$ cat config.mk
export PLATFORM = sky130hd
export DESIGN_NAME = mips32_mem_arbiter
export DESIGN_NICKNAME = d
export VERILOG_FILES = /design/src/rtl/mips32_pkg.sv /design/src/rtl/mips32_starve_ctr.sv /design/src/rtl/mips32_mem_arbiter.sv
export SDC_FILE = /design/constraint.sdc
export NUM_CORES = 1
export LEC_CHECK = 0
export CAP_MARGIN = 20
export CORE_AREA = 2 2 79 81
export DETAILED_ROUTE_END_ITERATION = 12
export DIE_AREA = 0 0 81 83
export PLACE_DENSITY = 0.77
export SYNTH_ARGS = -nofsm -noshare
export SYNTH_HDL_FRONTEND = slang
export SYNTH_SLANG_ARGS = --single-unit
$ cat constraint.sdc
create_clock -name clk1 -period 3.71 [get_ports clk1]
set_input_delay 0.742 -clock clk1 [delete_from_list [all_inputs] [get_ports clk1]]
set_output_delay 0.742 -clock clk1 [all_outputs]
set_load 0.03 [all_outputs]
$ cat src/rtl/mips32_pkg.sv
// Shared definitions for the MIPS32 memory arbiter: read-owner encoding and default sizes.
package mips32_pkg;

    localparam int DEFAULT_AW           = 10;
    localparam int DEFAULT_STARVE_LIMIT = 4;

    typedef enum logic [1:0] {
        OWN_NONE  = 2'd0,
        OWN_INSTR = 2'd1,
        OWN_DATA  = 2'd2
    } owner_e;

endpackage

$ cat src/rtl/mips32_starve_ctr.sv
// Saturating count of consecutive instruction-port denials; flags when the limit is reached.
module mips32_starve_ctr #(
    parameter int LIMIT = 4
) (
    input  logic clk1,
    input  logic rst,
    input  logic inc,
    output logic at_limit
);

    localparam int CW = (LIMIT < 1) ? 1 : $clog2(LIMIT + 1);
    localparam logic [CW-1:0] LIM = CW'(LIMIT);

    logic [CW-1:0] cnt_q, cnt_d;

    // Any cycle without a denial (granted or not requesting) restarts the count.
    always_comb begin
        cnt_d = '0;
        if (inc)
            cnt_d = (cnt_q == LIM) ? cnt_q : cnt_q + CW'(1);
    end

    always_ff @(posedge clk1 or posedge rst) begin
        if (rst) cnt_q <= '0;
        else     cnt_q <= cnt_d;
    end

    assign at_limit = (cnt_q == LIM);

endmodule

$ cat src/rtl/mips32_mem_arbiter.sv
// Two-port (instruction fetch / data) arbiter onto a single-ported memory with
// 1-cycle read latency; data has priority unless the fetch port has starved.
module mips32_mem_arbiter
    import mips32_pkg::*;
#(
    parameter int AW           = DEFAULT_AW,
    parameter int STARVE_LIMIT = DEFAULT_STARVE_LIMIT
) (
    input  logic          clk1,
    input  logic          rst,
    input  logic          halted,
    input  logic          i_req,
    input  logic [AW-1:0] i_addr,
    output logic          i_gnt,
    output logic          i_rvalid,
    output logic [31:0]   i_rdata,
    input  logic          d_req,
    input  logic          d_we,
    input  logic [AW-1:0] d_addr,
    input  logic [31:0]   d_wdata,
    output logic          d_gnt,
    output logic          d_rvalid,
    output logic [31:0]   d_rdata,
    output logic          mem_en,
    output logic          mem_we,
    output logic [AW-1:0] mem_addr,
    output logic [31:0]   mem_wdata,
    input  logic [31:0]   mem_rdata,
    output logic          if_stall,
    output logic          mem_stall
);

    owner_e owner_q, owner_d;
    logic   i_eff, starved;
    logic   gi, gd;

    assign i_eff = i_req & ~halted;

    mips32_starve_ctr #(.LIMIT(STARVE_LIMIT)) u_starve (
        .clk1     (clk1),
        .rst      (rst),
        .inc      (i_eff & ~gi),
        .at_limit (starved)
    );

    // Outputs are forced low while rst is held so reset is visible immediately.
    always_comb begin
        gi = 1'b0;
        gd = 1'b0;
        if (!rst) begin
            if (i_eff && (starved || !d_req)) gi = 1'b1;
            else if (d_req)                   gd = 1'b1;
        end
    end

    always_comb begin
        mem_en    = 1'b0;
        mem_we    = 1'b0;
        mem_addr  = '0;
        mem_wdata = '0;
        owner_d   = OWN_NONE;
        if (gi) begin
            mem_en   = 1'b1;
            mem_addr = i_addr;
            owner_d  = OWN_INSTR;
        end else if (gd) begin
            mem_en    = 1'b1;
            mem_we    = d_we;
            mem_addr  = d_addr;
            mem_wdata = d_wdata;
            owner_d   = d_we ? OWN_NONE : OWN_DATA;
        end
    end

    always_ff @(posedge clk1 or posedge rst) begin
        if (rst) owner_q <= OWN_NONE;
        else     owner_q <= owner_d;
    end

    assign i_gnt     = gi;
    assign d_gnt     = gd;
    assign if_stall  = ~rst & i_eff & ~gi;
    assign mem_stall = ~rst & d_req & ~gd;

    assign i_rvalid  = (owner_q == OWN_INSTR);
    assign d_rvalid  = (owner_q == OWN_DATA);
    assign i_rdata   = i_rvalid ? mem_rdata : 32'h0;
    assign d_rdata   = d_rvalid ? mem_rdata : 32'h0;

endmodule
==> results.md <==
- The number of top-level design ports is 204.
- The flop-to-flop setup slack is 2.23 ns.
- Synthesis produced a netlist with a net count of 243.
- Max-cap violations in this run came to 0.
- On the critical path, the stage with the largest delay is an instance of sky130_fd_sc_hd__clkdlybuf4s50_1.
- The area of the placeable core is 5820 µm².
- The post-detailed-route via-to-cell ratio is 4.04.
- The routed length per placed instance is 13.3 µm.
- The worst hold path was traced through 2 stages.
- The first global-routing pass estimated 8.52 mm of wire.
- The finished cells cover 3190 µm².
- Counting along the longest clock path gives a buffer depth of 2.
- The element type at the critical path end is an output port.
- The post-synthesis cell type count is 24.
- Of all flip-flops after synthesis, the portion carrying an async set or reset was 100%.
- The sequential area share after synthesis is 11.3%.
- The critical path startpoint category is a primary input.
- The post-CTS setup repair buffer count is 0.
- The clock reaches the later pin of the worst-skew pair after 0.22 ns.
- After synthesis, the largest area contributor takes up 52.4% of total cell area.
- From left edge to right edge, the die measures 81 µm.
- The required time at the endpoint of the critical path is 2.97 ns.
- After layout, the minimum clock period comes to 3.24 ns.
- The floorplan has 28 rows.
- The via count of the first global-routing pass is 1706.
- For the worst setup path, the data arrival time is 2.50 ns.
- CTS placed an instance of sky130_fd_sc_hd__clkbuf_8 at the clock tree root.
- The commonest cells after synthesis are sky130_fd_sc_hd__and2_1 (93), sky130_fd_sc_hd__a22o_1 (10), sky130_fd_sc_hd__clkbuf_1 (6).
- Among all flip-flop cells after synthesis, the most frequent one is sky130_fd_sc_hd__dfrtp_1.
- Power spread over the standard cell area amounts to 145 nW/µm².
- The die is 83 µm tall.
- The analysis attributes to cell leakage a power of 0.00136 µW.
- Entering global routing, the biggest net connects 45 pins.
- Headroom to the max-slew limit came out at 71.9%.
- Synthesis inferred 5 register bits.
- In this run the worst path has a maximum fanout of 4.
- The remaining routing DRC violations is 0.
- The placed wire-length estimate after detailed placement is 5.10 mm.
- The combined area of all synthesized cells is 1110 µm².
- The class of the worst hold path is flop to flop.
- The critical setup path kind is primary input to output port.
- The routability-driven placement congestion ratio is 0.821.
- The count of nets left with antenna violations once routing finished came out at 0.
- The die area is 6720 µm².
- Dividing the synthesized area by the synthesized cell count gives 7.35 µm².
- The worst register-to-register path has a depth of 5.
- Across all hold checks on the routed design, the worst slack comes to 0.561 ns.
- The count of final hold-check violations came to 0.
- The first detailed-routing pass ran for 4 iterations.
- The number of failing setup endpoints in the final timing report is 0.
- Clock tree synthesis inserted a total of 3 buffers.
- Setup repair after global routing left no endpoint under its margin.
- The initial cell density of the core is 19.1%.
- The maximum clock skew at final layout is 0.00362 ns.
- On the worst path, the slowest cell contributes a delay of 0.68 ns.
- The number of nets in the finished design is 444.
- Traced cell by cell, the critical path runs through clkdlybuf4s50_1, a21boi_2, o21ai_0, nor2_1, clkdlybuf4s50_1.
- The number of antenna violations at the first check in global routing is 0.
- The Yosys warning count is 0.
- The remaining global-route overflow is 0.
- The area growth from synthesis to layout is 187%.
- Among the stages of the critical path, the cell type that occurs most often is sky130_fd_sc_hd__clkdlybuf4s50_1.
- For this run, the total global-route usage over all layers was measured as 15.9%.
- The post-route fraction of the period consumed by the critical path is 87.4%.
- The number of enable flip-flop cells after synthesis is 0.
- For the final routed database, the setup TNS stands at 0 ns.
- TritonCTS built the clock tree.
- The number of hold buffers added after CTS was 0.
- Ranked by total cell area, the synthesized netlist is headed by sky130_fd_sc_hd__and2_1 (52%), sky130_fd_sc_hd__dfrtp_1 (11%), sky130_fd_sc_hd__a22o_1 (7.9%), sky130_fd_sc_hd__buf_6 (5.1%), sky130_fd_sc_hd__and2_2 (2.7%).
- The via total after detailed routing is 1721.
- The area after detailed placement is 3140 µm².
- The final count of pins violating max slew is 0.
- The synthesized instance count is 151.
- The tree built by TritonCTS fans out to 5 sinks.
- 0 antenna diodes ended up in the layout.
- The clock slew at the register clock pins of the worst setup and hold paths is 0.04 ns.
- The number of instances resized during post-cts repair is 0.
- The flow ran to the end, and the final reports show no timing, DRC or antenna violations.
- After the first detailed-routing iteration, the DRC count stood at 12.
- The detailed-route wire length is 5.68 mm.
- The cell with the most instances after synthesis is sky130_fd_sc_hd__and2_1.
- The fraction of final layout cells with drive strength greater than 1 is 17.1%.
- The maximum resistive drop on vdd is 0.116 mV.
- The transition time at the pin with the least slew margin is 0.417 ns.
- The count of input and output buffers is 203.
- The cell type with the highest aggregate area in the netlist is sky130_fd_sc_hd__and2_1.
- The peak clock frequency supported by timing is 308 MHz.
- The CTS H-tree depth is 1.
==> sequential cells by signal (all words and copies together), names as in the netlist <==
name            cells
owner_q             2
u_starve.cnt_q      3
==> final cells by class <==
| class | count | area, µm² |
|---|---|---|
| Timing Repair Buffer | 207 | 2020 |
| Fill cell | 550 | 2630 |
| Inverter | 4 | 15.0 |
| Multi-Input combinational cell | 131 | 891 |
| Sequential cell | 5 | 125 |
| Tap cell | 75 | 93.8 |
| Clock buffer | 4 | 45.0 |
==> report_power, final <==
| group | switching (µW) | internal (µW) | total (µW) |
|---|---|---|---|
| sequential | 1.17 | 56.5 | 57.6 |
| combinational | 137 | 167 | 304 |
| clock | 26.5 | 73.7 | 100 |
==> critical path: cells and delay by family <==
kind,cells,cell delay [ns]
buffers and inverters,2,1.20
AOI/OAI and AO/OA,2,0.43
and+or+nand+nor,1,0.14
==> per-layer routing <==
| metal | wire length [µm] | vias to the layer above | track usage (%) |
|---|---|---|---|
| li1 | - | 876 | - |
| met1 | 1820 | 717 | 15.2 |
| met2 | 3060 | 124 | 32.1 |
| met3 | 738 | 4 | 5.00 |
| met4 | 55 | 0 | 3.08 |
| met5 | 0 | - | 0 |
==> stage by stage <==
step	total power, µW	std cells	setup WS (ns)	util, %
floorplan	189	151	1.17	-
global placement	363	422	0.501	54.0
detailed placement	366	422	0.476	54.0
CTS	467	426	0.460	54.8
global route	489	426	0.356	54.8
finish	462	426	0.467	54.8
==> logic make-up after synthesis <==
kind of cell | count (synthesis) | synth area share [%]
buffers and inverters | 15 | 8.45
and+or+nand+nor | 114 | 65.5
DFF | 5 | 11.3
xor gates and xnor gates | 1 | 0.789
adders and majority gates | 2 | 2.25
AOI/OAI and AO/OA | 14 | 11.7
==> worst paths after layout <==
path	startpoint	to
max reg2reg	u_starve.cnt_q[0]	owner_q[1]
max in group asynchronous	rst	u_starve.cnt_q[0]
max	d_req	if_stall
min in group asynchronous	rst	u_starve.cnt_q[1]
min	u_starve.cnt_q[1]	u_starve.cnt_q[1]
min reg2reg	u_starve.cnt_q[1]	u_starve.cnt_q[1]
==> placed cells by master, fill, tap and decap left out <==
cell,count
sky130_fd_sc_hd__a21boi_2,1
sky130_fd_sc_hd__a21oi_1,1
sky130_fd_sc_hd__a22o_1,10
sky130_fd_sc_hd__a31oi_4,1
sky130_fd_sc_hd__and2_1,93
sky130_fd_sc_hd__and2_2,4
sky130_fd_sc_hd__and2b_2,1
sky130_fd_sc_hd__buf_12,5
sky130_fd_sc_hd__buf_4,42
sky130_fd_sc_hd__clkbuf_1,1
sky130_fd_sc_hd__clkbuf_8,3
sky130_fd_sc_hd__clkdlybuf4s50_1,160
sky130_fd_sc_hd__dfrtp_1,5
sky130_fd_sc_hd__ha_1,2
sky130_fd_sc_hd__inv_1,4
sky130_fd_sc_hd__nand2_1,3
sky130_fd_sc_hd__nand2b_4,1
sky130_fd_sc_hd__nand3_1,1
sky130_fd_sc_hd__nor2_1,4
sky130_fd_sc_hd__nor2b_1,2
sky130_fd_sc_hd__nor2b_2,1
sky130_fd_sc_hd__nor3_1,1
sky130_fd_sc_hd__nor4_1,1
sky130_fd_sc_hd__nor4_4,1
sky130_fd_sc_hd__o21ai_0,1
sky130_fd_sc_hd__or2b_1,1
sky130_fd_sc_hd__xnor2_1,1
No activity file was read; power rests on OpenSTA's default activity.
